<file path="src/rtl/tune_pkg.sv">
// Shared types, widths and the note table for the tune player.
// TUNE_PLAYER_REST_EN selects a rest note (period 0) as tune 2; otherwise tune 2 is a short tone.
package tune_pkg;

  localparam int PERIOD_W  = 15;
  localparam int DUR_W     = 24;
  localparam int ROM_TUNES = 4;
  localparam int ROM_NOTES = 8;
  localparam int TUNE_IW   = $clog2(ROM_TUNES);
  localparam int NOTE_IW   = $clog2(ROM_NOTES);

  typedef struct packed {
    logic [PERIOD_W-1:0] period;
    logic [DUR_W-1:0]    duration;
    logic                last;
  } note_t;

  typedef enum logic {
    IDLE = 1'b0,
    PLAY = 1'b1
  } state_t;

  // Padding entries sit after a last-flagged note and are never reached.
  localparam note_t PAD   = note_t'{15'd2, 24'd2, 1'b1};
  localparam note_t BEEP2 = note_t'{15'd2, 24'd2, 1'b0};

  localparam note_t TUNE_ROM [ROM_TUNES][ROM_NOTES] = '{
    '{note_t'{15'd6, 24'd12, 1'b0}, note_t'{15'd10, 24'd20, 1'b0},
      note_t'{15'd4, 24'd8, 1'b1}, PAD, PAD, PAD, PAD, PAD},
    '{note_t'{15'd8, 24'd32, 1'b0}, note_t'{15'd4, 24'd16, 1'b1},
      PAD, PAD, PAD, PAD, PAD, PAD},
`ifdef TUNE_PLAYER_REST_EN
    '{note_t'{15'd0, 24'd32, 1'b1}, PAD, PAD, PAD, PAD, PAD, PAD, PAD},
`else
    '{note_t'{15'd6, 24'd6, 1'b1}, PAD, PAD, PAD, PAD, PAD, PAD, PAD},
`endif
    // No last flag anywhere: exercises the end-of-table stop.
    '{BEEP2, BEEP2, BEEP2, BEEP2, BEEP2, BEEP2, BEEP2, BEEP2}
  };

  function automatic note_t rom_note(input logic [TUNE_IW-1:0] tune,
                                     input logic [NOTE_IW-1:0] idx);
    return TUNE_ROM[tune][idx];
  endfunction

endpackage

</file>
<file path="src/rtl/tune_player_note_gen.sv">
// Square-wave generator: period counter 0..period-1 and complementary buzzer drive.
// TUNE_PLAYER_REST_EN makes period 0 a silent rest; otherwise period 0 drives piezo_n statically.
module note_gen
  import tune_pkg::*;
(
  input  logic                clk,
  input  logic                rst_n,
  input  logic                en_i,
  input  logic                clr_i,
  input  logic [PERIOD_W-1:0] period_i,
  output logic                piezo_o,
  output logic                piezo_n_o
);

  logic [PERIOD_W-1:0] cnt_q;
  logic [PERIOD_W-1:0] cnt_d;

  always_comb begin
    cnt_d = cnt_q + PERIOD_W'(1);
    if (clr_i || (period_i == '0) || (cnt_q == period_i - PERIOD_W'(1))) begin
      cnt_d = '0;
    end
  end

  always_ff @(posedge clk or negedge rst_n) begin
    if (!rst_n) begin
      cnt_q <= '0;
    end else begin
      cnt_q <= cnt_d;
    end
  end

  always_comb begin
    piezo_o   = 1'b0;
    piezo_n_o = 1'b0;
    if (en_i) begin
      if (period_i == '0) begin
`ifdef TUNE_PLAYER_REST_EN
        piezo_n_o = 1'b0;
`else
        piezo_n_o = 1'b1;
`endif
      end else begin
        piezo_o   = (cnt_q < (period_i >> 1));
        piezo_n_o = ~piezo_o;
      end
    end
  end

endmodule

</file>
<file path="src/rtl/tune_player.sv">
// Tune sequencer: IDLE/PLAY FSM, duration counter and note stepping over tune_pkg::TUNE_ROM.
// Build option TUNE_PLAYER_REST_EN (handled in note_gen/tune_pkg) turns period-0 notes into rests.
module tune_player
  import tune_pkg::*;
#(
  parameter int FAST_SIM  = 1,
  parameter int NUM_TUNES = 2,
  parameter int MAX_NOTES = 8
) (
  input  logic                         clk,
  input  logic                         rst_n,
  input  logic                         go,
  input  logic                         stop,
  input  logic [$clog2(NUM_TUNES)-1:0] tune_sel,
  input  logic                         loop,
  output logic                         piezo,
  output logic                         piezo_n,
  output logic                         busy,
  output logic                         done,
  output logic [$clog2(MAX_NOTES)-1:0] note_idx
);

  localparam int TSW = $clog2(NUM_TUNES);
  localparam int NIW = $clog2(MAX_NOTES);
  localparam logic [DUR_W:0] STEP = (FAST_SIM != 0) ? (DUR_W+1)'(16) : (DUR_W+1)'(1);

  state_t         state_q, state_d;
  logic [TSW-1:0] tune_q, tune_d;
  logic [NIW-1:0] idx_q, idx_d;
  logic [DUR_W:0] dur_q, dur_d;

  note_t          cur_note;
  logic [DUR_W:0] dur_sum;
  logic           note_end;
  logic           is_last;
  logic           gen_clr;
  logic           done_c;

  assign cur_note = rom_note(TUNE_IW'(tune_q), NOTE_IW'(idx_q));
  assign dur_sum  = dur_q + STEP;
  assign note_end = (dur_sum >= {1'b0, cur_note.duration});
  // The final table slot ends the tune even without its last flag.
  assign is_last  = cur_note.last || (idx_q == NIW'(MAX_NOTES - 1));

  always_comb begin
    state_d = state_q;
    tune_d  = tune_q;
    idx_d   = idx_q;
    dur_d   = dur_q;
    gen_clr = 1'b1;
    done_c  = 1'b0;
    unique case (state_q)
      IDLE: begin
        if (go && !stop) begin
          state_d = PLAY;
          tune_d  = tune_sel;
          idx_d   = '0;
          dur_d   = '0;
        end
      end
      PLAY: begin
        if (stop) begin
          state_d = IDLE;
          idx_d   = '0;
          dur_d   = '0;
        end else if (note_end) begin
          dur_d = '0;
          if (!is_last) begin
            idx_d = idx_q + NIW'(1);
          end else if (loop) begin
            idx_d = '0;
          end else begin
            state_d = IDLE;
            idx_d   = '0;
            done_c  = 1'b1;
          end
        end else begin
          dur_d   = dur_sum;
          gen_clr = 1'b0;
        end
      end
      default: begin
        state_d = IDLE;
        idx_d   = '0;
        dur_d   = '0;
      end
    endcase
  end

  always_ff @(posedge clk or negedge rst_n) begin
    if (!rst_n) begin
      state_q <= IDLE;
      tune_q  <= '0;
      idx_q   <= '0;
      dur_q   <= '0;
    end else begin
      state_q <= state_d;
      tune_q  <= tune_d;
      idx_q   <= idx_d;
      dur_q   <= dur_d;
    end
  end

  note_gen u_note_gen (
    .clk       (clk),
    .rst_n     (rst_n),
    .en_i      (state_q == PLAY),
    .clr_i     (gen_clr),
    .period_i  (cur_note.period),
    .piezo_o   (piezo),
    .piezo_n_o (piezo_n)
  );

  assign busy     = (state_q == PLAY);
  assign done     = done_c;
  assign note_idx = idx_q;

endmodule

</file>
<file path="config.mk">
export PLATFORM = sky130hd
export DESIGN_NAME = tune_player
export DESIGN_NICKNAME = d
export VERILOG_FILES = /design/src/rtl/tune_pkg.sv /design/src/rtl/tune_player_note_gen.sv /design/src/rtl/tune_player.sv
export SDC_FILE = /design/constraint.sdc
export NUM_CORES = 1
export LEC_CHECK = 0
export CAP_MARGIN = 20
export CORE_ASPECT_RATIO = 1.5
export CORE_MARGIN = 2
export CORE_UTILIZATION = 35
export CTS_BUF_LIST = sky130_fd_sc_hd__clkbuf_4 sky130_fd_sc_hd__clkbuf_8 sky130_fd_sc_hd__clkbuf_16
export DETAILED_ROUTE_END_ITERATION = 7
export PLACE_DENSITY = 0.56
export SETUP_SLACK_MARGIN = 0.4
export SLEW_MARGIN = 20
export SYNTH_ARGS = -nofsm -noshare
export SYNTH_HDL_FRONTEND = slang
export SYNTH_SLANG_ARGS = --single-unit
</file>
<file path="constraint.sdc">
create_clock -name clk -period 3.1 [get_ports clk]
set_clock_uncertainty 0.15 [all_clocks]
set_input_delay 0.31 -clock clk [delete_from_list [all_inputs] [get_ports clk]]
set_output_delay 0.31 -clock clk [all_outputs]
set_load 0.02 [all_outputs]
</file>
==> qor.csv, run 1 <==
stage;metric;value;unit
yosys;XOR/XNOR share of the synthesized area;7.55;%
sta;number of failing setup endpoints in the final timing report;1;
die;I/O pin count;13;
sta;share of the cycle needed by the critical path after routing;101;%
yosys;dominant cell type by area after synthesis;sky130_fd_sc_hd__dfrtp_1;
critical_path;data arrival time at the worst-slack endpoint;2670;ps
sta;minimum period implied by the final worst setup slack;3130;ps
routing;total detailed-routing wirelength;5.99;mm
grt;first-pass GRT wire length;9.62;mm
critical_path;Crit Path Category;flip-flop to primary output;
clocking;TritonCTS clock tree;yes;
yosys;leading cell type by number of instances after synthesis;sky130_fd_sc_hd__dfrtp_1;
routing;Antenna Violating Nets Remaining;0;
clocking;maximum number of buffers from clock root to sink;2;
pwr;power density cells;678;nW/um^2
finish;number of filler instances in the final layout;629;
sta;Max Fclk;0.320;GHz
pwr;P_int;1.42;mW
yosys;multiplexer fraction of the synthesized cell area;2.52;%
critical_path;cell family contributing the most delay on the critical path;simple AND/OR/NAND/NOR gates;
routing;post-detailed-route DRC marker count;0;
grt;GRT Util Overall;16.2;%
placed_design;Post-Place Cells;358;
placed_design;count of port buffers added during placement;12;
yosys;Post-synth top cells;sky130_fd_sc_hd__dfrtp_1 (41), sky130_fd_sc_hd__nor2_1 (20), sky130_fd_sc_hd__and2_1 (19);
yosys;Synth Area in Adders;7.19;%
die;Die Outline Area;7660;sq um
pwr;worst vdd rail ir drop;0.335;mV
die;starting density of the core;35.8;%
critical_path;maximum fanout encountered on the critical timing path;3;
yosys;Net Count, Synth;272;
critical_path;buffering stage count on the worst path with inverters included;4;
yosys;simple-gate share of the synthesized area;29.3;%
sta;minimum setup slack in the final design;-28.5;ps
yosys;post-synthesis sequential area ratio;42.1;%
yosys;fraction of post-synthesis cell area in the top cell type by area;42.1;%
pwr;switching part of the total power;35.7;%
yosys;combinational family with the most area after synthesis;simple AND/OR/NAND/NOR gates;
critical_path;capturing element type of the critical path;primary output;
flow_run;max capacitance violation total;0;
die;Die H;106;um
yosys;count of warnings emitted by yosys;0;
sta;Max Slew Vio Count;0;
status;status;finished with violations;
sta;Setup TNS;-28.5;ps
critical_path;CP cell instances;inv_2, ha_4, inv_2, a21oi_4, o21ai_2, ha_2, ha_4, or4_4, nor3_4, nand4_1, buf_4, nor2_4, buf_6;
yosys;flops & latches, synth;41;
sta;setup repair after global routing missed its margin;true;
yosys;count of mapped cells out of synthesis;252;
routing;initial DRC count;41;
pwr;proportion of power drawn by flip-flops and latches;27.0;%
yosys;mean cell area of the mapped netlist;9.67;sq um
pwr;reported net switching power;789;uW
clocking;clock tree root buffer cell;sky130_fd_sc_hd__clkbuf_8;
yosys;Synth Area in Compound Gates;8.11;%
clocking;H-tree depth;2;
yosys;synthesized cell area;2440;sq um
finish;Cell Count, Final, Fillers Out;383;
critical_path;max incr delay on CP;440;ps
status;failing checks;negative setup slack;
routing;number of vias per cell after detailed routing;5.24;
yosys;distinct cell type count of the synthesized netlist;48;
die;area of the core;6810;sq um
yosys;largest cells by area after synthesis;sky130_fd_sc_hd__dfrtp_1 (42%), sky130_fd_sc_hd__ha_1 (7.2%), sky130_fd_sc_hd__xnor2_1 (5.0%), sky130_fd_sc_hd__and2_1 (4.9%), sky130_fd_sc_hd__nor2_1 (3.1%);
die;Site Rows;37;
sta;transition time at the pin with the least slew margin;396;ps
grt;overall overflow remaining after global route;0;
pwr;Comb pwr share;49.6;%
routing;routed via count;2007;
yosys;predominant post-synthesis flop cell;sky130_fd_sc_hd__dfrtp_1;
die;width of the die;72.1;um
grt;maximum number of pins on one net before global-route repair;42;
placed_design;final weighted congestion in routability-driven placement;0.777;
pwr;Clock Power Share;23.4;%
yosys;fraction of synthesis flops using an asynchronous set or reset pin;100;%
finish;net total in the final layout;324;
clocking;CTS Buf Count;5;
finish;fraction of layout instances using a drive strength above 1;33.4;%
sta;worst max-slew margin expressed relative to the limit;73.4;%
critical_path;critical path required time;2640;ps
grt;initial antenna violation count;0;
clocking;clock-pin slew on the worst setup and hold paths;90;ps
sta;Final Hold Viols;0;
finish;ANT cells;0;
pwr;leakage dissipation;1.43;nW
yosys;number of synthesized flops with an enable pin;0;
hold_path;worst min-delay path category;input port to async pin;
grt;via count of the first global-routing pass;2045;
critical_path;Slowest cell on crit path;sky130_fd_sc_hd__or4_4;
routing;per-cell routed wire length;15.6;um
placed_design;detailed placer's ending HPWL;3.87;mm
critical_path;Setup crit start kind;flip-flop;
routing;drt first pass iters;4;
clocking;clk_lat worst skew;300;ps
clocking;sinks on the clock net;41;
finish;area added between synthesis and finish;34.0;%
-- placed cells by master, fill, tap and decap left out, drive strengths merged, types with 2 or more instances in the layout --
cell	netlist	final
a21oi	6	6
a311oi	2	2
a31oi	2	2
a32o	3	3
and2	21	21
and3	11	11
buf	1	39
bufinv	0	2
clkbuf	3	5
clkdlybuf4s50	0	8
dfrtp	41	41
ha	14	14
inv	15	15
mux2i	5	5
nand2	16	16
nand3	14	14
nand4	9	9
nand4b	1	2
nor2	30	30
nor2b	2	2
nor3	10	10
nor4	3	3
o211ai	2	2
o21ai	4	4
o31ai	2	2
or4	3	3
xnor2	14	14
xor2	7	7
-- final cells by class --
type / count / area, sq um / area share (%)
clock buffers: 5 / 68.8 / 2.11
clock inverters: 3 / 65.1 / 1.99
inverters: 15 / 56.3 / 1.72
multi-input cells: 193 / 1520 / 46.5
flip-flops and latches: 41 / 1030 / 31.5
well taps: 78 / 97.6 / 2.99
repair buffers: 48 / 430 / 13.2
-- metal layers --
metal,wire (um),global-route usage [%],up-vias
li1,-,-,993
met1,2430,18.3,980
met2,3260,28.4,20
met3,113,2.65,14
met4,182,8.76,0
met5,0,0,-
-- cell families (layout without fill, tap and decap cells) --
logic type | after synthesis | after routing
AND/OR/NAND/NOR | 124 | 125
flip-flops | 41 | 41
AO/OA/AOI/OAI | 27 | 27
XOR/XNOR | 21 | 21
buffers and inverters | 19 | 71
adder cells (fa/ha/maj) | 14 | 14
multiplexers | 6 | 6
-- per-stage QoR --
| step | area [sq um] | total power, mW | util [%] | hold WS, ps | setup slack, ps |
|---|---|---|---|---|---|
| after CTS | 3110 | 2.09 | 45.7 | 41.6 | -7.35 |
| after detailed placement | 2830 | 1.39 | 41.6 | 372 | -210 |
| after floorplan | 2490 | 1.06 | - | -136 | 354 |
| after global placement | 2830 | 1.37 | 41.6 | 353 | -161 |
| final | 3270 | 2.21 | 48.0 | 271 | -28.5 |
| after global routing | 3270 | 2.35 | 48.0 | 292 | -163 |
-- worst reg2reg max path: cells and delay by family, from the launching register on --
family / cells / cell delay [ps]
AO/OA/AOI/OAI: 3 / 360
flip-flops: 1 / 400
AND/OR/NAND/NOR: 4 / 860
buffers and inverters: 8 / 700
adder cells (fa/ha/maj): 3 / 480
-- power by group through the flow --
stage | registers [mW] | clock network [mW] | logic, mW
after floorplan | 0.622 | 0 | 0.442
after global placement | 0.602 | 0 | 0.773
after detailed placement | 0.602 | 0 | 0.786
after CTS | 0.592 | 0.535 | 0.966
after global routing | 0.603 | 0.549 | 1.20
final | 0.598 | 0.519 | 1.10
-- final timing paths --
kind | startpoint | to | slack, ps | depth (start not counted)
worst min-delay path | rst_n | u_note_gen.cnt_q[11]$_DFF_PN0_ | 270 | 2
max in group asynchronous | rst_n | note_idx[0]$_DFFE_PN0P_ | 2060 | 3
worst max register to register | tune_q$_DFFE_PN0P_ | u_note_gen.cnt_q[3]$_DFF_PN0_ | 40 | 18
worst max-delay path | tune_q$_DFFE_PN0P_ | piezo | -30 | 13
min in group clk | dur_q[17]$_DFFE_PN0P_ | dur_q[17]$_DFFE_PN0P_ | 400 | 1
worst min register to register | dur_q[17]$_DFFE_PN0P_ | dur_q[17]$_DFFE_PN0P_ | 400 | 1
-- registers in the layout, summed over array words and instances, names as in the netlist --
name	cells
tune_q	1
busy	1
u_note_gen.cnt_q	15
dur_q	21
note_idx	3
-- repair_timing --
item | in CTS | in global routing
pin swaps | 17 | 19
buffers inserted | 8 | 6
hold buffers | 0 | 1
hold endpoints to repair | 0 | 9
gates cloned | 1 | 0
setup endpoints to repair | 18 | 24
resized for setup | 31 | 17
Note: power is estimated with default switching activity, not from simulation.
==> run 2: changes to the inputs <==
--- a/config.mk
+++ b/config.mk
@@ -5,11 +5,13 @@
 export SDC_FILE = /design/constraint.sdc
 export NUM_CORES = 1
 export LEC_CHECK = 0
+export ABC_AREA = 1
 export CAP_MARGIN = 20
 export CORE_ASPECT_RATIO = 1.5
 export CORE_MARGIN = 2
 export CORE_UTILIZATION = 35
 export CTS_BUF_LIST = sky130_fd_sc_hd__clkbuf_4 sky130_fd_sc_hd__clkbuf_8 sky130_fd_sc_hd__clkbuf_16
+export CTS_CLUSTER_SIZE = 14
 export DETAILED_ROUTE_END_ITERATION = 7
 export PLACE_DENSITY = 0.56
 export SETUP_SLACK_MARGIN = 0.4
==> run 2 against run 1 <==
- the run now ends clean
- register-to-register slack improved by 520 ps
- sequential power fell by 5.9%
- hold slack got worse by 240 ps
- critical endpoint is now done
==> qor.csv, run 2 <==
stage;metric;value;unit
status;status;finished clean;
routing;routed via count;2693;
sta;minimum setup slack in the final design;517;ps
clocking;clock-pin slew on the worst setup and hold paths;60;ps
clocking;H-tree depth;2;
yosys;distinct cell type count of the synthesized netlist;29;
die;Die Outline Area;8880;sq um
yosys;mean cell area of the mapped netlist;7.00;sq um
yosys;fraction of post-synthesis cell area in the top cell type by area;36.1;%
routing;drt first pass iters;4;
finish;most common library cell in the layout ignoring fill and taps;sky130_fd_sc_hd__nand2_1;
sta;share of the cycle needed by the critical path after routing;83.3;%
critical_path;Setup crit start kind;flip-flop;
yosys;post-synthesis sequential area ratio;36.1;%
critical_path;capturing element type of the critical path;primary output;
pwr;worst vdd rail ir drop;0.285;mV
grt;first-pass GRT wire length;11.7;mm
yosys;number of synthesized flops with an enable pin;0;
clocking;count of hold buffers inserted by post-cts repair;0;
die;area of the core;7960;sq um
yosys;Post-synth top cells;sky130_fd_sc_hd__nand2_1 (110), sky130_fd_sc_hd__nor2_1 (65), sky130_fd_sc_hd__inv_1 (52);
sta;Max Slew Vio Count;0;
yosys;flops & latches, synth;41;
finish;net total in the final layout;464;
finish;area added between synthesis and finish;25.3;%
critical_path;CP cell instances;ha_4, or2_4, a21oi_2, nand2_1, nor2_1, nand2_1, nor2_2, nand3_2, o21ai_2, nor2_1, buf_4;
critical_path;buffering stage count on the worst path with inverters included;1;
sta;transition time at the pin with the least slew margin;979;ps
clocking;maximum number of buffers from clock root to sink;2;
clocking;CTS Buf Count;5;
die;I/O pin count;13;
finish;fraction of layout instances using a drive strength above 1;22.7;%
grt;overall overflow remaining after global route;0;
routing;number of vias per cell after detailed routing;4.90;
critical_path;maximum fanout encountered on the critical timing path;4;
hold_path;worst min-delay path category;input port to async pin;
yosys;dominant cell type by area after synthesis;sky130_fd_sc_hd__dfrtp_1;
clocking;clk_lat worst skew;290;ps
finish;Largest Register;dur_q;
routing;per-cell routed wire length;13.0;um
routing;total detailed-routing wirelength;7.16;mm
finish;most frequent cells in the layout;sky130_fd_sc_hd__nand2_1 (103), sky130_fd_sc_hd__nor2_1 (57), sky130_fd_sc_hd__inv_1 (47);
routing;Antenna Violating Nets Remaining;0;
placed_design;count of port buffers added during placement;12;
placed_design;final weighted congestion in routability-driven placement;0.796;
pwr;leakage dissipation;1.60;nW
sta;minimum period implied by the final worst setup slack;2580;ps
yosys;synthesized cell area;2840;sq um
die;starting density of the core;35.7;%
critical_path;Slowest cell on crit path;sky130_fd_sc_hd__dfrtp_2;
grt;via count of the first global-routing pass;2613;
sta;setup repair after global routing missed its margin;true;
yosys;largest cells by area after synthesis;sky130_fd_sc_hd__dfrtp_1 (36%), sky130_fd_sc_hd__nand2_1 (15%), sky130_fd_sc_hd__nor2_1 (8.6%), sky130_fd_sc_hd__inv_1 (6.9%), sky130_fd_sc_hd__ha_1 (6.2%);
pwr;power density cells;442;nW/um^2
yosys;leading cell type by number of instances after synthesis;sky130_fd_sc_hd__nand2_1;
clocking;clock tree root buffer cell;sky130_fd_sc_hd__clkbuf_16;
sta;Setup TNS;0;ps
clocking;sinks on the clock net;41;
die;Site Rows;40;
flow_run;max capacitance violation total;0;
critical_path;cell family contributing the most delay on the critical path;simple AND/OR/NAND/NOR gates;
finish;number of filler instances in the final layout;796;
critical_path;max incr delay on CP;450;ps
clocking;TritonCTS clock tree;yes;
yosys;predominant post-synthesis flop cell;sky130_fd_sc_hd__dfrtp_1;
sta;WHS;32.0;ps
finish;ANT cells;0;
sta;number of failing setup endpoints in the final timing report;0;
grt;GRT Util Overall;16.7;%
grt;initial antenna violation count;0;
yosys;Net Count, Synth;426;
sta;Final Hold Viols;0;
yosys;count of warnings emitted by yosys;0;
placed_design;Setup WS pre-CTS;136;ps
placed_design;detailed placer's ending HPWL;5.12;mm
critical_path;data arrival time at the worst-slack endpoint;2120;ps
finish;flip-flop count of the largest register, all copies and words added;21;
sta;Max Fclk;0.387;GHz
critical_path;critical path required time;2640;ps
critical_path;Crit Path Category;flip-flop to primary output;
die;Die H;114;um
yosys;count of mapped cells out of synthesis;406;
yosys;fraction of synthesis flops using an asynchronous set or reset pin;100;%
grt;maximum number of pins on one net before global-route repair;42;
sta;worst max-slew margin expressed relative to the limit;34.7;%
routing;post-detailed-route DRC marker count;0;
routing;initial DRC count;94;
die;width of the die;77.6;um
## run 2: final cells by class
class                           count  area [sq um]  share of cell area, %
Clock buffer                        7           153                   4.29
Clock inverter                      1          5.00                  0.140
Inverter                           55           209                   5.87
Multi-Input combinational cell    306          1740                   48.8
Sequential cell                    41          1030                   29.0
Tap cell                          105           131                   3.69
Timing Repair Buffer               35           294                   8.25
## run 2: worst paths after layout
kind,slack [ps],to,cells after the start,from
worst max-delay path,520,done,11,dur_q[5]$_DFFE_PN0P_
worst min-delay path,30,dur_q[9]$_DFFE_PN0P_,1,rst_n
worst max register to register,560,u_note_gen.cnt_q[2]$_DFF_PN0_,17,tune_q$_DFFE_PN0P_
worst min register to register,350,u_note_gen.cnt_q[0]$_DFF_PN0_,1,u_note_gen.cnt_q[0]$_DFF_PN0_
max in group asynchronous,2100,dur_q[6]$_DFFE_PN0P_,1,rst_n
min in group clk,350,u_note_gen.cnt_q[0]$_DFF_PN0_,1,u_note_gen.cnt_q[0]$_DFF_PN0_
## run 2: cell families (layout without fill, tap and decap cells)
family | after synthesis | after routing | synth area share [%]
AO/OA/AOI/OAI | 31 | 31 | 5.85
XOR/XNOR | 10 | 10 | 3.08
adder cells (fa/ha/maj) | 14 | 14 | 6.16
buffers and inverters | 59 | 98 | 8.05
flip-flops | 41 | 41 | 36.1
AND/OR/NAND/NOR | 251 | 251 | 40.8
## run 2: per-layer routing
metal | up-vias | GRT usage [%] | part of all wire (%)
met4 | 0 | 5.95 | 1.6
li1 | 1368 | - | -
met5 | - | 0 | 0
met2 | 45 | 32.6 | 57
met1 | 1271 | 17.9 | 39
met3 | 9 | 2.21 | 3.0
## run 2: metrics by stage
| stage | utilization [%] | power (mW) | cell area [sq um] | cells |
|---|---|---|---|---|
| floorplan | - | 0.813 | 2840 | 406 |
| global placement | 38.7 | 0.905 | 3080 | 521 |
| detailed placement | 38.7 | 0.912 | 3080 | 521 |
| CTS | 41.8 | 1.51 | 3320 | 533 |
| global route | 44.8 | 1.67 | 3560 | 550 |
| finish | 44.8 | 1.57 | 3560 | 550 |
## run 2: repair_timing
action,in CTS,in global routing
setup buffers,4,17
endpoints found under the setup margin,16,18
pin swaps,3,24
resized for setup,19,44
## run 2: report_power, final
group	switching [mW]	internal [mW]	total (mW)	leakage (nW)
combinational	0.253	0.198	0.451	0.957
sequential	0.0143	0.548	0.563	0.559
clock	0.220	0.341	0.561	0.0799
==> edit, RTL diff (flow settings as in run 2) <==
Register the outputs `busy` and `done`, with the module's reset; this adds one clock of latency there. The other outputs are not delayed to match.
--- a/src/rtl/tune_player.sv
+++ b/src/rtl/tune_player.sv
@@ -111,8 +111,15 @@
     .piezo_n_o (piezo_n)
   );
 
-  assign busy     = (state_q == PLAY);
-  assign done     = done_c;
+  always_ff @(posedge clk or negedge rst_n) begin
+    if (!rst_n) begin
+      busy <= '0;
+      done <= '0;
+    end else begin
+      busy <= (state_q == PLAY);
+      done <= done_c;
+    end
+  end
   assign note_idx = idx_q;
 
 endmodule
Formal check against the unedited RTL: not equivalent (Yosys sat finds a counterexample within 4 cycles, from zero or initial values and one cycle with rst_n low).
==> edit against run 2 <==
Synthesized area up 1.8%. Register-to-register slack got worse by 0.02 ns. Sequential share of layout area grew 2.4 points. Final area is 3.6% lower. Power is 5.3% higher. Global-route usage shrank 0.80 points. Sequential cell count rose by 2. Routed wire length down 7.2%. Cell count fell by 2.7%. Utilization fell by 1.9 points. Worst setup slack gained 0.022 ns. Die area grew 1.7%. Combinational power decreased by 15%. Largest cell class unchanged.
==> edit: results <==
INSERT INTO impl_metrics (metric_group, metric, value, unit) VALUES
('placement', 'routabilityCongestion', '0.844', ''),
('route', 'drt_iter0_markers', '92', ''),
('power_and_ir_drop', 'pwr.group.clock', '686', 'uW'),
('global_routing', 'grt_util_overall', '15.9', '%'),
('hold_path', 'hold_path.class', 'reg2reg', ''),
('placement', 'dpl-instance-area', '3130', 'um^2'),
('yosys', 'synth-seq-area-share', '37.2', '%'),
('placement', 'place_ws', '0.209', 'ns'),
('setup_path', 'cp_top_family', 'adder cells', ''),
('route', 'detailroute.wirelength.met2', '3.44', 'mm'),
('global_routing', 'grt_first_pass_wirelength', '11.6', 'mm'),
('yosys', 'syn_nets', '428', ''),
('power_and_ir_drop', 'vdd_drop_max', '0.256', 'mV'),
('yosys', 'netlist_top_cells_count', 'sky130_fd_sc_hd__nand2_1, sky130_fd_sc_hd__nor2_1, sky130_fd_sc_hd__inv_1, sky130_fd_sc_hd__dfrtp_1, sky130_fd_sc_hd__nand3_1', ''),
('placement', 'detailed_place_hpwl', '5.00', 'mm'),
('route', 'vias_after_detailed_routing', '2599', ''),
('clock_tree', 'cts_setup_buffers', '1', ''),
('global_routing', 'met2_usage', '29.0', '%'),
('route', 'wl_met1', '2.83', 'mm'),
('outcome', 'outcome', 'finished, final reports clean', '');
[edit: through the flow]
step | cells | total power (uW) | utilization (%) | hold WS [ns]
6_report | 535 | 1660 | 42.9 | 0.251
5_1_grt | 535 | 1740 | 42.9 | 0.260
4_1_cts | 531 | 1640 | 41.9 | 0.0858
3_5_place_dp | 522 | 935 | 39.0 | 0.246
3_3_place_gp | 522 | 930 | 39.0 | 0.241
2_1_floorplan | 408 | 841 | - | -0.136
[edit: logic make-up after synthesis]
group / after synthesis / synth area share (%)
and+or+nand+nor: 251 / 40.1
buffers and inverters: 59 / 7.91
DFF: 43 / 37.2
AOI/OAI and AO/OA: 31 / 5.75
adders and majority gates: 14 / 6.05
xor gates and xnor gates: 10 / 3.03
[edit: cell type report]
type                            count  area [um^2]
Clock buffer                        6          133
Multi-Input combinational cell    306         1640
Sequential cell                    43         1080
Fill cell                         827         4570
Timing Repair Buffer               18          188
Tap cell                          105          131
Clock inverter                      2         60.1
Inverter                           55          206
